$ cat src/rtl/fc_act_loader_pkg.sv
// fc_pkg: shared state encoding, result-width helper and default settle time for the FC loader.
package fc_pkg;
    typedef enum logic [1:0] {LD_FILL, LD_SETTLE, LD_HOLD} fc_load_state_t;
    localparam int FC_SETTLE = 2;
    function automatic int fc_zw(input int width, input int in);
        return width * 2 + $clog2(in);
    endfunction
endpackage

$ cat src/rtl/fc_act_loader_if.sv
// fc_act_loader_if: activation input stream and registered result stream of the FC loader.
interface fc_act_loader_if
    import fc_pkg::*;
#(
    parameter int WIDTH = 8,
    parameter int IN    = 128,
    parameter int ZW    = fc_zw(WIDTH, IN)
);
    logic             s_valid;
    logic             s_ready;
    logic [WIDTH-1:0] s_data;
    logic             s_last;
    logic             m_valid;
    logic             m_ready;
    logic [ZW-1:0]    m_data;
    modport master (output s_valid, s_data, s_last, m_ready, input s_ready, m_valid, m_data);
    modport slave  (input s_valid, s_data, s_last, m_ready, output s_ready, m_valid, m_data);
endinterface

$ cat src/rtl/fc_act_loader_settle_timer.sv
// fc_settle_timer: 4-bit settle counter; start clears it, en advances it, done flags SETTLE-1.
module fc_settle_timer
    import fc_pkg::*;
#(
    parameter int SETTLE = FC_SETTLE
) (
    input  logic clk,
    input  logic rst,
    input  logic start,
    input  logic en,
    output logic done
);
    logic [3:0] scnt;
    always_ff @(posedge clk) begin
        if (rst || start)
            scnt <= '0;
        else if (en)
            scnt <= scnt + 4'd1;
    end
    assign done = scnt == 4'(SETTLE - 1);
endmodule

$ cat src/rtl/fc_act_loader.sv
// fc_act_loader: streams activations into the FC layer input bank, waits for the layer to settle,
// then registers z and offers it downstream. FC_LOADER_OVERLAP_EN lets the next frame load during HOLD.
module fc_act_loader
    import fc_pkg::*;
#(
    parameter int WIDTH  = 8,
    parameter int IN     = 128,
    parameter int SETTLE = FC_SETTLE,
    parameter int ZW     = fc_zw(WIDTH, IN)
) (
    input  logic             clk,
    input  logic             rst,
    fc_act_loader_if.slave   bus,
    output logic [WIDTH-1:0] x [IN],
    input  logic [ZW-1:0]    z,
    output logic             err_len
);
    localparam int CW = $clog2(IN);
    localparam logic [CW-1:0] LAST = CW'(IN - 1);
    localparam logic [1:0] S_FILL   = LD_FILL;
    localparam logic [1:0] S_SETTLE = LD_SETTLE;
    localparam logic [1:0] S_HOLD   = LD_HOLD;

    logic [1:0]    state;
    logic [CW-1:0] cnt;
    logic          acc;
    logic          last_beat;
    logic          hold_rdy;
    logic          done;

`ifdef FC_LOADER_OVERLAP_EN
    // The final beat must wait for FILL so the bank never changes under a pending capture.
    assign hold_rdy = cnt != LAST;
`else
    assign hold_rdy = 1'b0;
`endif

    assign bus.s_ready = !rst && (state == S_FILL || (state == S_HOLD && hold_rdy));
    assign acc         = bus.s_valid && bus.s_ready;
    assign last_beat   = acc && cnt == LAST;

    fc_settle_timer #(.SETTLE(SETTLE)) u_timer (
        .clk   (clk),
        .rst   (rst),
        .start (last_beat),
        .en    (state == S_SETTLE),
        .done  (done)
    );

    always_ff @(posedge clk) begin
        if (rst) begin
            state       <= S_FILL;
            cnt         <= '0;
            err_len     <= 1'b0;
            bus.m_valid <= 1'b0;
            bus.m_data  <= '0;
            for (int i = 0; i < IN; i++)
                x[i] <= '0;
        end else begin
            err_len <= acc && (last_beat ? !bus.s_last : bus.s_last);
            if (acc) begin
                x[cnt] <= bus.s_data;
                cnt    <= (last_beat || bus.s_last) ? '0 : cnt + CW'(1);
            end
            if (last_beat) begin
                state <= S_SETTLE;
            end else if (state == S_SETTLE && done) begin
                state       <= S_HOLD;
                bus.m_valid <= 1'b1;
                bus.m_data  <= z;
            end else if (state == S_HOLD && bus.m_ready) begin
                state       <= S_FILL;
                bus.m_valid <= 1'b0;
            end
        end
    end
endmodule

$ cat src/flat_wrapper.sv
// flat-port wrapper written by rule: the top's interface ports become plain ports
module fc_act_loader_flat import fc_pkg::*;
#(
    parameter int WIDTH  = 8,
    parameter int IN     = 128,
    parameter int SETTLE = FC_SETTLE,
    parameter int ZW     = fc_zw(WIDTH, IN)
)
  (clk, rst, x, z, err_len, bus_s_valid, bus_s_data, bus_s_last, bus_m_ready, bus_s_ready, bus_m_valid, bus_m_data);
  fc_act_loader_if #(.WIDTH(WIDTH), .IN(IN), .ZW(ZW)) bus_i ();
  input  logic clk;
  input  logic rst;
  output logic [WIDTH-1:0] x[IN];
  input  logic [ZW-1:0] z;
  output logic err_len;
  input wire logic [$bits(bus_i.s_valid)-1:0] bus_s_valid;
  input wire logic [$bits(bus_i.s_data)-1:0] bus_s_data;
  input wire logic [$bits(bus_i.s_last)-1:0] bus_s_last;
  input wire logic [$bits(bus_i.m_ready)-1:0] bus_m_ready;
  output wire logic [$bits(bus_i.s_ready)-1:0] bus_s_ready;
  output wire logic [$bits(bus_i.m_valid)-1:0] bus_m_valid;
  output wire logic [$bits(bus_i.m_data)-1:0] bus_m_data;
  assign bus_i.s_valid = bus_s_valid;
  assign bus_i.s_data = bus_s_data;
  assign bus_i.s_last = bus_s_last;
  assign bus_i.m_ready = bus_m_ready;
  assign bus_s_ready = bus_i.s_ready;
  assign bus_m_valid = bus_i.m_valid;
  assign bus_m_data = bus_i.m_data;
  fc_act_loader #(.WIDTH(WIDTH), .IN(IN), .SETTLE(SETTLE), .ZW(ZW)) u_core (.clk(clk), .rst(rst), .bus(bus_i), .x(x), .z(z), .err_len(err_len));
endmodule
$ cat config.mk
export PLATFORM = sky130hd
export DESIGN_NAME = fc_act_loader_flat
export DESIGN_NICKNAME = d
export VERILOG_FILES = /design/src/rtl/fc_act_loader_pkg.sv /design/src/rtl/fc_act_loader_if.sv /design/src/rtl/fc_act_loader_settle_timer.sv /design/src/rtl/fc_act_loader.sv /design/src/flat_wrapper.sv
export SDC_FILE = /design/constraint.sdc
export NUM_CORES = 2
export LEC_CHECK = 0
export CAP_MARGIN = 30
export CORE_AREA = 2 2 427 429
export CTS_CLUSTER_DIAMETER = 200
export DETAILED_ROUTE_END_ITERATION = 7
export DIE_AREA = 0 0 429 431
export DONT_BUFFER_PORTS = 1
export GPL_ROUTABILITY_DRIVEN = 0
export SLEW_MARGIN = 20
export SYNTH_ARGS = -nofsm -noshare
export SYNTH_HDL_FRONTEND = slang
export SYNTH_HIERARCHICAL = 1
export SYNTH_SLANG_ARGS = --single-unit
$ cat constraint.sdc
create_clock -name clk -period 2.3 [get_ports clk]
set_input_delay 0.23 -clock clk [delete_from_list [all_inputs] [get_ports clk]]
set_output_delay 0.23 -clock clk [all_outputs]
set_load 0.005 [all_outputs]
== After elaboration in Yosys (flattened, before gate mapping) ==
Cells that the tools add are included.
Cells by class
  add/subtract/negate cells: 2
  order comparisons: 2
  eq/ne operators: 4
  muxes and demuxes: 10
  bitwise operators: 2
  reduce and logical (&&, ||, !) cells: 17
Operator list (number)
  $bwmux W1024: 1
  $demux W8 S7: 1
  $ge A8 B8 Y1 const B: 1
  $lt A8 B1 Y1 const B: 1
  $mux W8: 1
  $not A7 Y8: 1
  $add A7 B1 Y7 const B: 1
  $eq A7 B7 Y1 const B: 1
  $logic_and A1 B1 Y1: 7
  $mux W7: 1
  $add A4 B1 Y4 const B: 1
  $eq A4 B1 Y1 const B: 1
  $mux W1: 4
  $mux W2: 2
  $reduce_and A2 Y1: 2
  $reduce_bool A3 Y1: 1
  $eq A2 B1 Y1 const B: 1
  $eq A2 B2 Y1 const B: 1
  $logic_not A1 Y1: 2
  $logic_not A2 Y1: 1
  $logic_or A1 B1 Y1: 2
  $reduce_bool A2 Y1: 1
  $reduce_or A2 Y1: 1
  $not A1 Y1: 1
Storage, ports and cells
  flip-flop bits (word level): 1062
  output and inout bits: 1050
  logic and storage cells: 172

== Logic depth before layout (Yosys ltp) ==
  depth in word-level cells: 6
  mapped depth: 9
  depth with buffers taken out: 7

== Hierarchy ==
Netlist, hierarchy kept.
By module, submodules not included
  fc_act_loader: instances 1, cells each 3823, area each 38904.8 um^2, sequential area each 21180.3 um^2
  fc_settle_timer: instances 1, cells each 20, area each 198.9 um^2, sequential area each 80.1 um^2

== Worst setup path after synthesis ==
OpenSTA, ideal clock, no wires.
  path type: register -> register
  start: reg u_core.state[0]
  end: reg u_core.cnt[1]
  setup time: 152 ps
  arrival time: 2364 ps
  slack: -216 ps
  cell stages (with the launch flop): 9
  path buffers: 3
  clock period less this slack: 2516 ps
  path through: dfxtp_1 -> buf_6 -> or4b_4 -> buf_6 -> buf_6 -> or3_1 -> ha_1 -> o41ai_1 -> a21oi_1
Between the ends
  word-level cells in the longest chain between the ends: 6
RTL lines
  start, declared: line fc_act_loader.sv:24  | logic [1:0] state;
  start signal, assigned: line fc_act_loader.sv:52  | state <= S_FILL;
  start signal, assigned: line fc_act_loader.sv:66  | state <= S_SETTLE;
  start signal, assigned: line fc_act_loader.sv:68  | state <= S_HOLD;
  $logic_not A2 Y1 *: line fc_act_loader.sv:38  | assign bus.s_ready = !rst && (state == S_FILL || (state == S_HOLD && hold_rdy));
  $logic_and A1 B1 Y1 *: line fc_act_loader.sv:38
  $logic_and A1 B1 Y1 *: line fc_act_loader.sv:39  | assign acc = bus.s_valid && bus.s_ready;
  $logic_and A1 B1 Y1: line fc_act_loader.sv:40  | assign last_beat = acc && cnt == LAST;
  $logic_or A1 B1 Y1: line fc_act_loader.sv:63  | cnt <= (last_beat || bus.s_last) ? '0 : cnt + CW'(1);
  $mux W7: line fc_act_loader.sv:63
  end signal, assigned: line fc_act_loader.sv:63
  end, declared: line fc_act_loader.sv:25  | logic [CW-1:0] cnt;
Mark *: on every way between the ends. The rest lies on a longest branch, timed or not.
A chain may end at the register's enable or synchronous reset.

== Worst setup path in the final report ==
  start: reg u_core.state[0]
  end: reg u_core.cnt[5]
Same word-level chain as after synthesis.

==> impl_metrics.py <==
metrics = {
    "floorplanning": {
        "die-area_um2": 185000,
        "pin_count": 1086,
        "start_util_pct": 21.7,
        "die_y_um": 431,
        "fp.dieW_um": 429,
        "core_um2": 180000,
        "rows": 156,
    },
    "cts": {
        "htree_levels": 3,
        "clockBufferDepth": 3,
        "clkSlewWorstSetupHoldPaths_ns": 0.06,
        "clk_latency_ns": 0.75,
        "cts_inserted_buffers": 110,
        "clockRootBuffer": "clkbuf_16",
        "cts_num_sinks": 1062,
        "cts_tree": "built",
    },
    "setup_path": {
        "path_cells": "or4b_4 > or3_1 > ha_1 > o41ai_4 > a21oi_1",
        "critPathKind": "reg -> reg",
        "crit_path_start": "u_core/state[0]",
        "cp-start-kind": "flop",
        "critPathSlowestCell": "or4b_4",
        "cp_max_fo": 5,
        "reg2reg_from": "u_core/state[0]",
        "cp.arrival_ns": 2.77,
        "cp.required_ns": 2.91,
        "max_stage_delay_ns": 0.56,
        "endpoint_kind": "flop",
    },
    "timing": {
        "period_minus_slack_ns": 2.17,
        "relSlewSlack_pct": 41.4,
        "report.final.slew_viol_count": 0,
        "hold_viol": 0,
        "rsz0062_at_grt": "false",
        "fmax_ghz": 0.461,
        "setup_viol": 0,
        "holdWs_ns": 0.0971,
        "fin_setup_tns_ns": 0,
        "finClkSkew_ns": 0.0359,
        "finalCritPeriodShare_pct": 94.3,
        "tightest_slew_ns": 0.879,
    },
    "grt": {
        "grt_max_degree": 118,
        "gr-total-overflow": 0,
        "antenna_found_initial": 3,
        "grt_pass1_vias": 30100,
        "groute.usage.overall_pct": 17.7,
        "grt_pass1_wl_um": 238000,
    },
    "yosys": {
        "yosys_warnings": 6,
        "ys_types": 52,
        "ys.flop_type": "dfxtp_1",
        "syn_area_um2": 39100,
        "synth_edf_count": 0,
        "ys_seq_area_share_pct": 54.4,
        "syn_avg_cell_area_um2": 10.2,
        "syn_nets": 3884,
        "synth_top_cell_area_share_pct": 54.4,
        "synth-seq-cells": 1062,
        "synth_top_area_cell": "dfxtp_1",
        "async_flop_share_pct": 0,
        "synth_cells": 3843,
        "synth_area_leaders": "dfxtp_1 (54%), mux2i_1 (17%), o311ai_0 (8.1%), nand2_1 (6.9%), o21ai_0 (4.0%)",
    },
    "final_layout": {
        "fin_util_pct": 26.4,
        "syn_to_final_growth_pct": 21.8,
        "final_net_count": 3882,
        "nFillCells": 18700,
        "final_cell_mix": "dfxtp_1 (1,055), nand2_1 (714), mux2i_1 (661), o311ai_0 (361), o21ai_0 (309)",
        "multiInputGateArea_um2": 16400,
        "drive_gt1_share_pct": 13.7,
        "mostFrequentLayoutCell": "dfxtp_1",
        "regArea_um2": 21300,
    },
    "outcome": {
        "outcome": "complete, no violations",
    },
    "placement": {
        "portBuffers": 0,
        "dp_hpwl_um": 121000,
    },
    "route": {
        "totalWireLength_um": 173000,
        "dr_total_vias": 31700,
        "wl_per_cell_um": 27.5,
        "ant_nets": 0,
        "first_pass_iters": 6,
        "vias_per_cell": 5.02,
        "drc_errors": 0,
        "drtIter0Drc": 2703,
    },
    "power_and_ir_drop": {
        "power_density_nw_per_um2": 809,
        "p_leak_nw": 20.2,
        "worst_ir_drop_vdd_mv": 0.626,
    },
    "min_path": {
        "min_from": "bus_s_valid",
        "hp-class": "in -> reg",
    },
    "flow_run": {
        "cap_violations": 0,
    },
}
[flip-flops by register name, summed over array words and instances (netlist names)]
name	cells
u_core/x	1024
u_core/err_len	1
u_core/u_timer/scnt	4
u_core/bus.m_valid	1
u_core/state	2
u_core/cnt	7
u_core/bus.m_data	23
[area by class of cell]
class	count	share of cell area, %
Sequential cell	1062	44.6
Multi-Input combinational cell	2364	34.4
Clock buffer	160	6.91
Timing Repair Buffer	297	6.64
Tap cell	2370	6.22
Clock inverter	46	1.07
Inverter	6	0.0630
Antenna cell	7	0.0368
[kinds of logic after synthesis]
| family | synth area share, % |
|---|---|
| muxes | 16.9 |
| xor gates and xnor gates | 0.0224 |
| DFF | 54.4 |
| buffers and inverters | 4.27 |
| and+or+nand+nor | 10.8 |
| adders and majority gates | 0.160 |
| AOI/OAI and AO/OA | 13.4 |
[path summary, 6_finish.rpt]
check	slack, ns	end	depth (start not counted)
max	0.13	u_core/cnt[5]	5
min	0.1	u_core/cnt[1]	5
max reg2reg	0.13	u_core/cnt[5]	5
min reg2reg	0.47	u_core/bus.m_data[18]	2
[synth_stat cells, types with 34 or more instances]
| cell | number |
|---|---|
| buf_2 | 45 |
| clkbuf_1 | 354 |
| o21ai_1 | 58 |
| mux2i_1 | 661 |
| nand3_1 | 89 |
| nand2_1 | 722 |
| o21ai_0 | 309 |
| a21oi_1 | 34 |
| nand3_2 | 41 |
| o311ai_0 | 363 |
| dfxtp_1 | 1062 |
[worst max-delay path, delay by kind of cell, from the launching register on]
family	cells	cell delay, ns
simple gates	2	1.00
compound gates	2	0.47
flops	1	0.31
fa+ha+maj	1	0.25
[layer usage]
| layer | track usage (%) | part of all wire (%) | up-vias |
|---|---|---|---|
| met5 | 0 | 0 | - |
| met3 | 4.24 | 7.5 | 394 |
| li1 | - | - | 13800 |
| met1 | 20.7 | 39 | 16000 |
| met4 | 9.52 | 5.9 | 0 |
| met2 | 29.8 | 48 | 1519 |
[per-stage QoR]
step | area [um2] | std cells | setup WS (ns) | power (mW)
final | 47600 | 6312 | 0.131 | 38.6
after global routing | 47600 | 6305 | 0.0136 | 39.7
after CTS | 47500 | 6301 | 0.0326 | 38.9
after detailed placement | 43300 | 6054 | 0.0418 | 20.1
after global placement | 43300 | 6054 | 0.0218 | 20.1
after floorplan | 39100 | 3843 | 0.000290 | 19.5
[what timing repair did]
| item | in CTS | in global routing |
|---|---|---|
| hold endpoints to repair | 328 | 0 |
| pin swaps | 0 | 0 |
| gates resized for setup | 1 | 13 |
| endpoints found under the setup margin | 1 | 17 |
| hold buffers | 41 | 0 |
| cloned | 0 | 1 |
| buffers inserted | 0 | 2 |
[power by group]
part	switching, mW	leakage (nW)	internal [mW]
registers	0.0134	8.55	18.4
clock network	8.08	1.88	10.7
logic	1.07	9.79	0.313
No activity file was read; power rests on OpenSTA's default activity.
